[config.mk]
export PLATFORM = sky130hd
export DESIGN_NAME = fifo_write_arbiter
export DESIGN_NICKNAME = d
export VERILOG_FILES = /design/src/rtl/fifo_arb_pkg.sv /design/src/rtl/fifo_write_arbiter_burst_counter.sv /design/src/rtl/fifo_write_arbiter.sv
export SDC_FILE = /design/constraint.sdc
export NUM_CORES = 1
export LEC_CHECK = 0
export CORE_AREA = 8 8 45 47
export DETAILED_ROUTE_END_ITERATION = 8
export DIE_AREA = 0 0 53 55
export GPL_TIMING_DRIVEN = 0
export PLACE_DENSITY_LB_ADDON = 0.1
export SLEW_MARGIN = 20
export SYNTH_ARGS = -nofsm -noshare
export SYNTH_HDL_FRONTEND = slang
export SYNTH_HIERARCHICAL = 1
export SYNTH_SLANG_ARGS = --single-unit
[constraint.sdc]
create_clock -name clk -period 2.9 [get_ports clk]
set_clock_uncertainty 0.15 [all_clocks]
set_input_delay 0.87 -clock clk [delete_from_list [all_inputs] [get_ports clk]]
set_output_delay 0.87 -clock clk [all_outputs]
set_load 0.05 [all_outputs]
[src/rtl/fifo_arb_pkg.sv]
// fifo_arb_pkg
//   Shared definitions for the two-producer FIFO write arbiter:
//   grant FSM state type, parameter defaults and the beat-counter width.
package fifo_arb_pkg;

    typedef enum logic [1:0] {
        IDLE = 2'd0,
        OWN0 = 2'd1,
        OWN1 = 2'd2
    } state_t;

    localparam int unsigned BURST_DEFAULT = 4;
    localparam int unsigned PTR_W_DEFAULT = 5;

    // Width needed to hold a beat count of 0..burst.
    function automatic int unsigned beats_width(input int unsigned burst);
        return $clog2(burst + 1);
    endfunction

    localparam int unsigned BEATS_W_DEFAULT = beats_width(BURST_DEFAULT);

endpackage

[src/rtl/fifo_write_arbiter_burst_counter.sv]
// burst_counter
//   Counts accepted writes within one grant.
//   clk   : clock, rising edge
//   rst   : asynchronous active-low reset
//   count : an accepted write happens this cycle
//   clear : return the count to zero next cycle (wins over count)
//   beats : accepted writes so far in the current burst
//   tc    : this accepted write completes the burst
module burst_counter
    import fifo_arb_pkg::*;
#(
    parameter int unsigned BURST = BURST_DEFAULT,
    parameter int unsigned W     = beats_width(BURST)
) (
    input  logic         clk,
    input  logic         rst,
    input  logic         count,
    input  logic         clear,
    output logic [W-1:0] beats,
    output logic         tc
);

    localparam logic [W-1:0] LAST = W'(BURST - 1);

    // The burst-completing write is flagged combinationally so the owner can
    // rotate on the very next edge; the counter therefore never shows BURST.
    assign tc = count & (beats == LAST);

    always_ff @(posedge clk or negedge rst) begin
        if (!rst) begin
            beats <= '0;
        end else if (clear) begin
            beats <= '0;
        end else if (count) begin
            beats <= beats + 1'b1;
        end
    end

endmodule

[src/rtl/fifo_write_arbiter.sv]
// fifo_write_arbiter
//   Round-robin arbiter giving one of two producers the write port of a FIFO
//   controller, rotating after BURST accepted writes or when the owner drops
//   its request.
//   clk   : clock, rising edge
//   rst   : asynchronous active-low reset
//   req0  : producer 0 wants to write
//   req1  : producer 1 wants to write
//   full  : FIFO full flag
//   wr_en : FIFO accepted the write this cycle
//   wr    : write command to the FIFO
//   gnt0  : producer 0 owns the port
//   gnt1  : producer 1 owns the port
//   sel   : data-mux select (0 = producer 0, 1 = producer 1)
//   beats : accepted writes in the current grant
module fifo_write_arbiter
    import fifo_arb_pkg::*;
#(
    parameter int unsigned BURST = BURST_DEFAULT,
    parameter int unsigned PTR_W = PTR_W_DEFAULT
) (
    input  logic                         clk,
    input  logic                         rst,
    input  logic                         req0,
    input  logic                         req1,
    input  logic                         full,
    input  logic                         wr_en,
    output logic                         wr,
    output logic                         gnt0,
    output logic                         gnt1,
    output logic                         sel,
    output logic [$clog2(BURST+1)-1:0]   beats
);

    localparam int unsigned BEATS_W = beats_width(BURST);

    // A burst longer than the FIFO can never complete.
    if (BURST < 1 || BURST > (1 << PTR_W)) begin : g_burst_check
        $error("fifo_write_arbiter: BURST must be 1..2**PTR_W");
    end

    state_t state;
    state_t next_state;
    logic   last_served;
    logic   count;
    logic   clear;
    logic   tc;

    assign gnt0  = (state == OWN0);
    assign gnt1  = (state == OWN1);
    assign sel   = (state == OWN1);
    assign wr    = ((gnt0 & req0) | (gnt1 & req1)) & ~full;
    assign count = wr & wr_en;

    always_comb begin
        next_state = state;
        unique case (state)
            IDLE: begin
                if (req0 && req1) begin
                    next_state = last_served ? OWN0 : OWN1;
                end else if (req0) begin
                    next_state = OWN0;
                end else if (req1) begin
                    next_state = OWN1;
                end
            end
            OWN0: begin
                if (!req0) begin
                    next_state = req1 ? OWN1 : IDLE;
                end else if (tc && req1) begin
                    next_state = OWN1;
                end
            end
            OWN1: begin
                if (!req1) begin
                    next_state = req0 ? OWN0 : IDLE;
                end else if (tc && req0) begin
                    next_state = OWN0;
                end
            end
            default: next_state = IDLE;
        endcase
    end

    // Any change of owner, or a completed burst kept by the same owner,
    // starts a fresh count.
    assign clear = (next_state != state) | tc;

    always_ff @(posedge clk or negedge rst) begin
        if (!rst) begin
            state       <= IDLE;
            last_served <= 1'b1;
        end else begin
            state <= next_state;
            if (next_state == OWN0) begin
                last_served <= 1'b0;
            end else if (next_state == OWN1) begin
                last_served <= 1'b1;
            end
        end
    end

    burst_counter #(
        .BURST (BURST),
        .W     (BEATS_W)
    ) u_burst_counter (
        .clk   (clk),
        .rst   (rst),
        .count (count),
        .clear (clear),
        .beats (beats),
        .tc    (tc)
    );

endmodule

After elaboration in Yosys (flattened, before gate mapping)
Index checks and enable logic that the tools add are counted.
{ "classes": {"n_mux": 15, "n_reduce_logical": 6, "bitwise": 8, "add_sub_neg": 1, "eq_ne": 6} }
{ "op_table": {"columns": ["cell", "n"], "rows": [
  ["$mux W2", 9],
  ["$mux W3", 2],
  ["$pmux W2 S3", 1],
  ["$and A1 B1 Y1", 5],
  ["$eq A2 B1 Y1 const B", 2],
  ["$eq A2 B2 Y1 const B", 2],
  ["$reduce_bool A2 Y1", 2],
  ["$add A3 B1 Y3 const B", 1],
  ["$eq A3 B2 Y1 const B", 1],
  ["$logic_and A1 B1 Y1", 3],
  ["$mux W1", 3],
  ["$logic_not A2 Y1", 1],
  ["$ne A2 B2 Y1", 1],
  ["$or A1 B1 Y1", 2],
  ["$not A1 Y1", 1]
]} }
{ "totals": {"wordCells": 39, "inputBits": 6, "regBits": 6, "output_inout_bits": 7} }

Depth between registers and ports, before layout
Gate-level depths: netlist of run 1.
{ "depth": {"ltp_word": 13, "mapped_depth": 9, "depth_no_buf": 9} }

Hierarchy
Netlist of run 1, hierarchy kept.
{ "modules_own_cells": {"columns": ["mod", "seq_area_each_um2", "area_per_inst_um2", "cells_each", "instances"], "rows": [
  ["fifo_write_arbiter", 76.3, 234.0, 26, 1],
  ["burst_counter", 75.1, 148.9, 13, 1]
]} }

Least setup slack after synthesis of run 1
Ideal clock, no wire load.
{ "synth_path": {"path_type": "input to register", "startpoint": "in req0", "endpoint": "reg last_served", "setup_slack_ns": -0.516, "path_buffers": 0, "cell_stages": 9, "arrival_ns": 3.191, "path_cell_list": "nand3b_1 -> a21oi_1 -> and2_1 -> and2_2 -> and3b_1 -> a31oi_1 -> nand4_1 -> ha_1 -> mux2i_1"} }
{ "synth_via": {"elab_chain_cells": 11, "word_cells_on_any_way": 20, "cone_classes": "eq/ne (2); mux (9); bitwise (5); reduce/logical (4)"} }
{ "synth_lines": {"columns": ["element", "line", "source"], "rows": [
  ["from (decl)", "fifo_write_arbiter.sv:24", "input logic req0,"],
  ["$and A1 B1 Y1 *", "fifo_write_arbiter.sv:52", "assign wr = ((gnt0 & req0) | (gnt1 & req1)) & ~full;"],
  ["$or A1 B1 Y1 *", "fifo_write_arbiter.sv:52", null],
  ["$and A1 B1 Y1 *", "fifo_write_arbiter.sv:52", null],
  ["named net wr", "fifo_write_arbiter.sv:28", "output logic wr,"],
  ["$and A1 B1 Y1 *", "fifo_write_arbiter.sv:53", "assign count = wr & wr_en;"],
  ["named net count", "fifo_write_arbiter.sv:45", "logic count;"],
  ["$and A1 B1 Y1 *", "fifo_write_arbiter_burst_counter.sv:27", "assign tc = count & (beats == LAST);"],
  ["named net tc", "fifo_write_arbiter.sv:47", "logic tc;"],
  ["$logic_and A1 B1 Y1, on equally long branches", "fifo_write_arbiter.sv:77, fifo_write_arbiter.sv:70", null],
  ["$mux W2, on equally long branches", "fifo_write_arbiter.sv:77, fifo_write_arbiter.sv:70", null],
  ["$mux W2, on equally long branches", "fifo_write_arbiter.sv:75, fifo_write_arbiter.sv:68", null],
  ["$pmux W2 S3 *", "fifo_write_arbiter.sv:57", "unique case (state)"],
  ["$eq A2 B1 Y1 / $eq A2 B2 Y1 (equally long branches)", "fifo_write_arbiter.sv:95, fifo_write_arbiter.sv:97", null],
  ["$mux W1 / $reduce_bool A2 Y1 (equally long branches)", null, null],
  ["to (signal assigned)", "fifo_write_arbiter.sv:92", "last_served <= 1'b1;"],
  ["to (signal assigned)", "fifo_write_arbiter.sv:96", "last_served <= 1'b0;"],
  ["to (signal assigned)", "fifo_write_arbiter.sv:98", "last_served <= 1'b1;"],
  ["to (decl)", "fifo_write_arbiter.sv:44", "logic last_served;"]
]} }
Mark *: on every way through the listed nets, which the timed path passes. The rest lies on a longest branch.
A chain may end at the register's enable or synchronous reset.

Worst setup path in the final report of run 1
{ "layout_path": {"startpoint": "reg state[1]", "endpoint": "out gnt1"} }
{ "layout_via": {"elab_chain_cells": 1} }
{ "layout_lines": {"columns": ["element", "line", "source"], "rows": [
  ["from (decl)", "fifo_write_arbiter.sv:42", "state_t state;"],
  ["from (signal assigned)", "fifo_write_arbiter.sv:94", "state <= next_state;"],
  ["$eq A2 B2 Y1", "fifo_write_arbiter.sv:50", "assign gnt1 = (state == OWN1);"],
  ["to (decl)", "fifo_write_arbiter.sv:30", "output logic gnt1,"]
]} }
Every way passes these cells.

==> results of run 1 <==
## cell type report
cell class                 instances  area (um^2)  area share, %
inverter                           2         7.51           1.34
buffer                             1         7.51           1.34
timing repair buffer              13          118           20.9
clock buffer                       4         26.3           4.68
sequential                         6          151           26.9
multi-input combinational         30          231           41.2
tap                               16         20.0           3.56
## critical path, cell delays in order (launching register included)
cell and delay [ns]:
dfrtp_1 0.46, nor2b_1 0.20, clkdlybuf4s50_1 0.82
## cell families after synthesis
family                   share of synthesized area (%)
AND/OR/NAND/NOR                                   26.5
flip-flops                                        39.5
multiplexers                                      5.23
AO/OA/AOI/OAI                                     12.7
XOR/XNOR                                          2.29
adder cells (fa/ha/maj)                           9.80
buffers and inverters                             3.92
## how the worst min path moves through the flow
stage	startpoint	to	slack, ns	cells after the start
4_1_cts	last_served$_DFFE_PN1P_	last_served$_DFFE_PN1P_	0.37	2
5_1_grt	last_served$_DFFE_PN1P_	last_served$_DFFE_PN1P_	0.40	2
3_3_place_gp	last_served$_DFFE_PN1P_	last_served$_DFFE_PN1P_	0.34	2
6_report	last_served$_DFFE_PN1P_	last_served$_DFFE_PN1P_	0.36	2
3_5_place_dp	last_served$_DFFE_PN1P_	last_served$_DFFE_PN1P_	0.36	2
2_1_floorplan	last_served$_DFFE_PN1P_	last_served$_DFFE_PN1P_	0.32	2
## report_power, final
| group | switching [W] | total [W] | internal, W |
|---|---|---|---|
| combinational | 0.0000800 | 0.000136 | 0.0000564 |
| clock | 0.0000280 | 0.0000800 | 0.0000520 |
| sequential | 0.0000157 | 0.000116 | 0.000100 |
## sequential cells by signal, summed over array words and instances, names as in the netlist
| register | cells |
|---|---|
| last_served | 1 |
| state | 2 |
| u_burst_counter/beats | 3 |
## Yosys cell counts, drive strengths merged
cell / number
nor2b: 1
a22o: 1
a21oi: 2
nand3b: 2
nor2: 4
a31o: 1
ha: 3
and2b: 1
nand3: 1
a211oi: 1
mux2i: 2
nand4: 1
and4: 1
and3b: 1
dfrtp: 5
o211ai: 1
and2: 2
or4: 1
a31oi: 1
inv: 2
dfstp: 1
buf: 1
nand2: 2
xnor2: 1
## metal layers
| layer | vias to the layer above | global-route usage (%) | routed length [um] |
|---|---|---|---|
| met5 | - | 0 | 0 |
| met4 | 0 | 5.17 | 0 |
| met3 | 0 | 3.21 | 79 |
| met2 | 11 | 14.1 | 541 |
| met1 | 172 | 6.46 | 366 |
| li1 | 179 | - | - |
## timing repair
action                                  CTS  global route
endpoints found under the setup margin    2             2
hold buffers                              0             0
pin swaps                                 1             1
gates cloned                              0             0
setup buffers                             0             1
resized for setup                         7             7
## cell usage in the layout (no fill, tap or decap), types with 2 or more instances in the layout
| cell | instances |
|---|---|
| ha_1 | 3 |
| and2_4 | 2 |
| buf_4 | 2 |
| nand3b_1 | 2 |
| clkbuf_2 | 2 |
| inv_1 | 2 |
| dfrtp_1 | 5 |
| mux2i_1 | 2 |
| nand2_1 | 2 |
| clkbuf_4 | 3 |
| nor2_1 | 4 |
| clkdlybuf4s50_1 | 7 |
| dlymetal6s2s_1 | 2 |
## stage by stage
| stage | area, um^2 | total power (W) |
|---|---|---|
| 2_1_floorplan | 397 | 0.000210 |
| 3_3_place_gp | 537 | 0.000249 |
| 3_5_place_dp | 537 | 0.000256 |
| 4_1_cts | 556 | 0.000336 |
| 5_1_grt | 562 | 0.000356 |
| 6_report | 562 | 0.000332 |
==> qor.yml, run 1 <==
r2r_cells: 9
slew-limit-headroom_pct: 65.1
grt_pass1_wl_um: 1540
fillers: 142
r2r_start: "state[0]$_DFF_PN0_"
setup_violations: 0
ir_drop_mv: 0.298
p_per_area_mw_per_mm2: 591
path_clk_slew_ns: 0.04
tns_ns: 0
cts_num_sinks: 6
dr.pass1.iters: 4
drv_slew: 0
layoutNonFillerInstCount: 72
ys_seq_elements: 6
wl_per_cell_um: 13.7
synth_area_um2: 383
endpoint_kind: "output pin"
fp.dieH_um: 55
drtIter0Drc: 8
crit_fanout: 9
maxCapViolCount: 0
worst_pin_slew_ns: 0.522
cts-root-buf: "clkbuf_4"
synth_fp_nets: 48
numPortBuffers: 12
worstSkewPairLatency_ns: 0.24
crit_type: "reg -> out"
leakage_nw: 0.266
dp_hpwl_um: 834
antenna_found_initial: 0
rsz0062_at_grt: "false"
io_pins: 13
reg2reg_slack_ns: 0.47
fmax_ghz: 0.365
gr-total-overflow: 0
die_x_um: 53
yosysSeqAreaShare_pct: 39.5
layout_setup_ws_ns: 0.164
drc: 0
cts_inserted_buffers: 3
yosys.area.top_type: "dfrtp_1"
grt_pass1_vias: 351
drive_above_1_share_pct: 21.4
status: "finished clean"
yosys-top-cells-area: "dfrtp_1, ha_1, dfstp_2, mux2i_1, nand3b_1"
reg2reg_to: "last_served$_DFFE_PN1P_"
finish.utilization_pct: 40.6
track_usage_pct: 7.57
drt_wl_total_um: 987
place_worst_setup_slack_ns: -0.745
via_per_inst: 5.03
critPathRequiredTime_ns: 1.88
synth_top_area_share_pct: 32.7
coreArea_mm2: 0.00138
h-tree-depth: 1
finalNetCount: 66
cts.path.max_buffers: 2
placementRows: 14
vias: 362
die_area_mm2: 0.00292
syn_inst: 39
critPathLaunchType: "flip-flop"
ys_warn_count: 6
tritoncts: "done"
period_minus_slack_ns: 2.74
n_antenna_cell: 0
hold_ws_ns: 0.358
min_period_over_period_pct: 94.4
avgSynthCellArea_um2: 9.82
dp_cells: 67
ys_types: 25
gp_congestion: 0.662
grt_max_degree: 10
hold_viol: 0
startpoint: "state[1]$_DFF_PN0_"
initial_core_util_pct: 27.7
endpoint: "gnt1"
ant_nets: 0
syn2layout_area_growth_pct: 46.7
holdCritPathClass: "reg -> reg"
cp.arrival_ns: 1.72
No activity file was read; power rests on OpenSTA's default activity.
==> run 2: changes to the inputs <==
--- a/config.mk
+++ b/config.mk
@@ -6,6 +6,7 @@
 export NUM_CORES = 1
 export LEC_CHECK = 0
 export CORE_AREA = 8 8 45 47
+export CTS_BUF_LIST = sky130_fd_sc_hd__clkbuf_4 sky130_fd_sc_hd__clkbuf_8
 export DETAILED_ROUTE_END_ITERATION = 8
 export DIE_AREA = 0 0 53 55
 export GPL_TIMING_DRIVEN = 0
==> constraint.sdc (replaced) <==
create_clock -name clk -period 2.9 [get_ports clk]
set_clock_uncertainty 0.15 [all_clocks]
set_input_delay 0.87 -clock clk [delete_from_list [all_inputs] [get_ports clk]]
set_output_delay 0.87 -clock clk [all_outputs]
set_load 0.1 [all_outputs]
==> qor.yml, run 2 (synthesis gave the netlist of run 1 again) <==
ir_drop_mv: 0.219
worstSkewPairLatency_ns: 0.24
initial_core_util_pct: 27.7
met2_usage_pct: 12.3
reg2reg_to: "last_served$_DFFE_PN1P_"
final_common_cell: "clkdlybuf4s50_1"
drive_above_1_share_pct: 25.5
drv_slew: 0
rsz0062_at_grt: "false"
post_dp_cell_area_um2: 537
max_flop_register: "u_burst_counter/beats"
grt_pass1_vias: 351
internal_power_w: 0.000212
syn2layout_area_growth_pct: 43.5
dr.pass1.iters: 4
pwr-share-comb_pct: 45.4
p_per_area_mw_per_mm2: 689
grt_max_degree: 10
slew-limit-headroom_pct: 33.8
tns_ns: 0
fmax_ghz: 0.354
cts.path.max_buffers: 2
cts-root-buf: "clkbuf_4"
numPortBuffers: 12
drt_wl_total_um: 881
wl_per_cell_um: 12.4
final_cell_mix: "clkdlybuf4s50_1, dfrtp_1, nor2_1, clkbuf_4"
coreArea_mm2: 0.00138
worst_pin_slew_ns: 0.989
reg2reg_slack_ns: 0.38
p_seq_share_pct: 30.4
grt_util_met3_pct: 3.48
dp_hpwl_um: 755
finalNetCount: 65
drtIter0Drc: 2
maxCapViolCount: 0
ant_nets: 0
reg_top3: "u_burst_counter/beats (3), state (2), last_served (1)"
p_clk_share_pct: 24.2
min_period_over_period_pct: 97.5
hold_ws_ns: 0.353
critPathLaunchType: "flip-flop"
via_per_inst: 4.80
setup_violations: 0
holdPathStages: 2
design_area_um2: 549
crit_fanout: 3
period_minus_slack_ns: 2.83
cpPeakStageDelay_ns: 1.17
met1_usage_pct: 5.08
top_usage_layer: "met2"
n_antenna_cell: 0
endpoint_kind: "output pin"
vias: 341
leakage_nw: 0.245
track_usage_pct: 6.70
drc: 0
status: "finished clean"
cts_num_sinks: 6
antenna_found_initial: 0
fp.dieH_um: 55
tritoncts: "done"
io_pins: 13
finish.utilization_pct: 39.7
gr-total-overflow: 0
cts_inserted_buffers: 3
path_buf_inv: 1
die_x_um: 53
postCtsSetupBuffers: 0
placementRows: 14
r2r_start: "state[1]$_DFF_PN0_"
cp_slowest_cell: "clkdlybuf4s50_1"
largest_reg_flops: 3
r2r_cells: 9
gp_congestion: 0.628
hold_end: "last_served$_DFFE_PN1P_"
h-tree-depth: 1
die_area_mm2: 0.00292
power.switching_fraction_pct: 44.0
grt_pass1_wl_um: 1390
power_switching_w: 0.000167
crit_chain: "clkdlybuf4s50_1"
crit_type: "reg -> out"
holdCritPathClass: "reg -> reg"
critPathRequiredTime_ns: 1.88
path_clk_slew_ns: 0.05
holdCritStartpoint: "last_served$_DFFE_PN1P_"
cp.arrival_ns: 1.81
hold_viol: 0
crit_family: "buffers and inverters"
## run 2: per-stage QoR
stage / setup WS (ns) / cells / power [W]
2_1_floorplan: -0.325 / 39 / 0.000253
3_3_place_gp: -1.03 / 67 / 0.000292
3_5_place_dp: -1.05 / 67 / 0.000298
4_1_cts: 0.00683 / 71 / 0.000385
5_1_grt: 0.00721 / 71 / 0.000405
6_report: 0.0721 / 71 / 0.000378
## run 2: worst max-delay path by stage
stage,depth (start not counted),endpoint,start,slack (ns)
detailed placement,4,wr,req0,-1.05
global placement,4,wr,req0,-1.03
CTS,10,last_served$_DFFE_PN1P_,req1,0.007
floorplan,9,last_served$_DFFE_PN1P_,req0,-0.33
finish,1,beats[0],u_burst_counter/beats[0]$_DFFE_PN0P_,0.07
global route,9,last_served$_DFFE_PN1P_,full,0.007
## run 2: what timing repair did
item | CTS | global route
endpoints found under the setup margin | 5 | 2
hold buffers | 0 | 0
resized for setup | 13 | 6
pin swaps | 0 | 1
## run 2: final cells by class
type,instances,area (um^2)
buffer,1,7.51
multi-input combinational,30,231
fill,138,835
inverter,2,7.51
clock buffer,4,30.0
sequential,6,151
tap,16,20.0
timing repair buffer,12,101
## run 2: worst register-to-register path: cells and delay by family (launching register included)
kind | cells | cell delay (ns)
multiplexers | 1 | 0.19
AND/OR/NAND/NOR | 5 | 0.99
AO/OA/AOI/OAI | 2 | 0.35
adder cells (fa/ha/maj) | 1 | 0.30
flip-flops | 1 | 0.45
## run 2: power by group through the flow
stage	sequential (W)	combinational [W]	clock, W
floorplan	0.000123	0.000130	0
global placement	0.000115	0.000177	0
detailed placement	0.000116	0.000181	0
CTS	0.000115	0.000174	0.0000958
global route	0.000119	0.000182	0.000104
finish	0.000115	0.000172	0.0000915
## run 2: routing by layer
metal  vias to the layer above  share of wire, %  wire [um]
met5                         -                 0          0
met4                         0                 0          0
met3                         0               8.6         76
met2                         9                53        471
met1                       158                38        332
li1                        174                 -          -
==> run 3: changes to the inputs <==
--- a/config.mk
+++ b/config.mk
@@ -5,6 +5,7 @@
 export SDC_FILE = /design/constraint.sdc
 export NUM_CORES = 1
 export LEC_CHECK = 0
+export ABC_CLOCK_PERIOD_IN_PS = 2900
 export CORE_AREA = 8 8 45 47
 export CTS_BUF_LIST = sky130_fd_sc_hd__clkbuf_4 sky130_fd_sc_hd__clkbuf_8
 export DETAILED_ROUTE_END_ITERATION = 8
==> results of run 3 <==
Final layout, timing and power as in run 2 (identical DEF).
==> variant (flow settings as in run 2) <==
The package constant `BURST_DEFAULT` goes from 4 to 8.
--- a/src/rtl/fifo_arb_pkg.sv
+++ b/src/rtl/fifo_arb_pkg.sv
@@ -9,7 +9,7 @@
         OWN1 = 2'd2
     } state_t;
 
-    localparam int unsigned BURST_DEFAULT = 4;
+    localparam int unsigned BURST_DEFAULT = 8;
     localparam int unsigned PTR_W_DEFAULT = 5;
 
     // Width needed to hold a beat count of 0..burst.
Interface: changed (resized beats); port bits go from 13 to 14. The function was not compared with the original's and may differ.
==> variant against run 2 <==
Design area is 21% higher; sequential share of layout area is 1.1 points lower; count of clock-buffer cells in the layout is 1 lower; via count is 20% higher; synthesized cell count is 13% higher; total power is 2.6% higher; first-iteration DRC count grew to 3.0 times the old value; worst setup slack better by 0.027 ns; synthesized area is 21% higher; wire length is 17% higher; die area stayed put; sequential cell count is 1 higher; clock power is 3.5% lower; largest power group unchanged.
==> variant: results (changes against run 2) <==
clocking:
  htree_levels: 1  # unchanged
  root_buffer: "clkbuf_4"
  clock_path_buffers: 2  # unchanged
  clk_latency_ns: 0.25
  path_clk_slew_ns: 0.06
  cts_inserted_buffers: 3  # unchanged
global_routing:
  first_global_vias: 395  # +13%
  antenna_found_initial: 0  # unchanged
  grt_util_all_layers: 0.0709  # +0.00392
  grt_max_degree: 10  # unchanged
  grt_pass1_wl_um: 1520  # +9.0%
yosys:
  seq_area_frac_synth: 0.381  # -0.0143
  synth_warnings: 6  # unchanged
  syn_nets: 52  # +8.3%
  yosys-top-cells-area: "dfrtp_1 32%, dfstp_2 5.7%, ha_1 5.4%"
  async_flop_share: 1.00  # unchanged
  synth_area_per_cell_sq_um: 10.5  # +7.2%
  ys.flop_type: "dfrtp_1"
  synth_common_cells: "6 x dfrtp_1, 4 x nor2_1, 3 x a21oi_1, 3 x nand3b_1"
  yosys.cell_types.count: 28  # +12%
setup_path:
  cp_max_fo: 4  # +1
  crit_family: "buffers and inverters"
  arrival_ns: 1.78  # -0.03 ns
  r2r-end: "last_served"
  critPathLaunch: "u_burst_counter/beats[3]"
  rr_startpoint: "state[1]"
  worstSetupEndpoint: "beats[3]"
  worstRegToRegCells: 10  # +1
  crit_slowest_cell: "clkdlybuf4s50_1"
  critPathMaxStageDelay_ns: 1.15  # -0.02 ns
  reg2reg_slack_ns: 0.32  # -0.06 ns
routing:
  drtPass1Iterations: 4  # unchanged
  first_iter_violations: 6  # +4
  routedWlPerCell_um: 12.9  # +3.6%
  routed_via_density: 5.13  # +6.7%
final_layout:
  final_net_count: 73  # +12%
  antenna_cells: 0  # unchanged
  final_cells: 80  # +13%
  top_regs: "u_burst_counter/beats x4, state x2, last_served x1"
  drive_gt1_frac: 0.328  # +0.0736
power_and_ir_drop:
  power.leakage_nw: 0.359  # +46%
  irDropWorstVdd_uv: 253  # +15%
  p_int_uw: 214  # +0.99%
hold_path:
  holdCritStartpoint: "last_served"
  holdCritPathClass: "flop to flop"
timing:
  worst_pin_slew_ns: 0.971  # -0.0179 ns
  hold_slack_ns: 0.353  # -0.000103 ns
  postLayoutSetupSlackWorst_ns: 0.0992  # +0.0271 ns
place:
  post-place-ws_ns: -1.04  # +0.00880 ns
  hpwl_um: 735  # -2.6%
  gp_congestion: 0.666  # +6.1%
  placed_cell_area_sq_um: 627  # +17%
  port_buffers: 13  # +1
status:
  status: "finished clean"
==> variant: what timing repair did <==
item,4_1_cts,5_1_grt
gates resized for setup,17,8
pin swaps,1,3
endpoints found under the setup margin,7,5
hold endpoints to repair,0,0
setup buffers,1,2
==> variant: how the worst min path moves through the flow <==
| stage | end | cells after the start |
|---|---|---|
| after floorplan | last_served | 2 |
| after global placement | last_served | 2 |
| after detailed placement | last_served | 2 |
| after CTS | last_served | 2 |
| after global routing | last_served | 2 |
| final | last_served | 2 |
==> variant: area by class of cell <==
type | count | area, sq um
Buffer | 2 | 18.8
Clock buffer | 3 | 22.5
Clock inverter | 1 | 5.00
Fill cell | 154 | 717
Inverter | 1 | 3.75
Multi-Input combinational cell | 34 | 288
Sequential cell | 7 | 176
Tap cell | 16 | 20.0
Timing Repair Buffer | 16 | 133
==> variant: power groups by stage <==
| stage | registers, mW | logic (mW) | clock network, mW |
|---|---|---|---|
| final | 0.129 | 0.171 | 0.0883 |
| after CTS | 0.128 | 0.170 | 0.0922 |
| after detailed placement | 0.129 | 0.179 | 0 |
| after global routing | 0.131 | 0.183 | 0.0981 |
| after floorplan | 0.131 | 0.134 | 0 |
| after global placement | 0.130 | 0.178 | 0 |
==> variant: layer usage <==
metal | vias to the layer above | share of wire | GRT usage
met4 | 0 | 0.020 | 0.0517
met2 | 12 | 0.50 | 0.119
met3 | 2 | 0.059 | 0.0241
met1 | 195 | 0.42 | 0.0725
met5 | - | 0 | 0
li1 | 201 | - | -
==> variant: cells by family (layout without fill, tap and decap cells) <==
kind of cell	Yosys count	after routing	synth area share
AND/OR/NAND/NOR	20	20	0.300
adder cells (fa/ha/maj)	2	2	0.0540
flip-flops	7	7	0.381
XOR/XNOR	1	1	0.0189
buffers and inverters	3	23	0.0486
multiplexers	3	3	0.0757
AO/OA/AOI/OAI	8	8	0.122
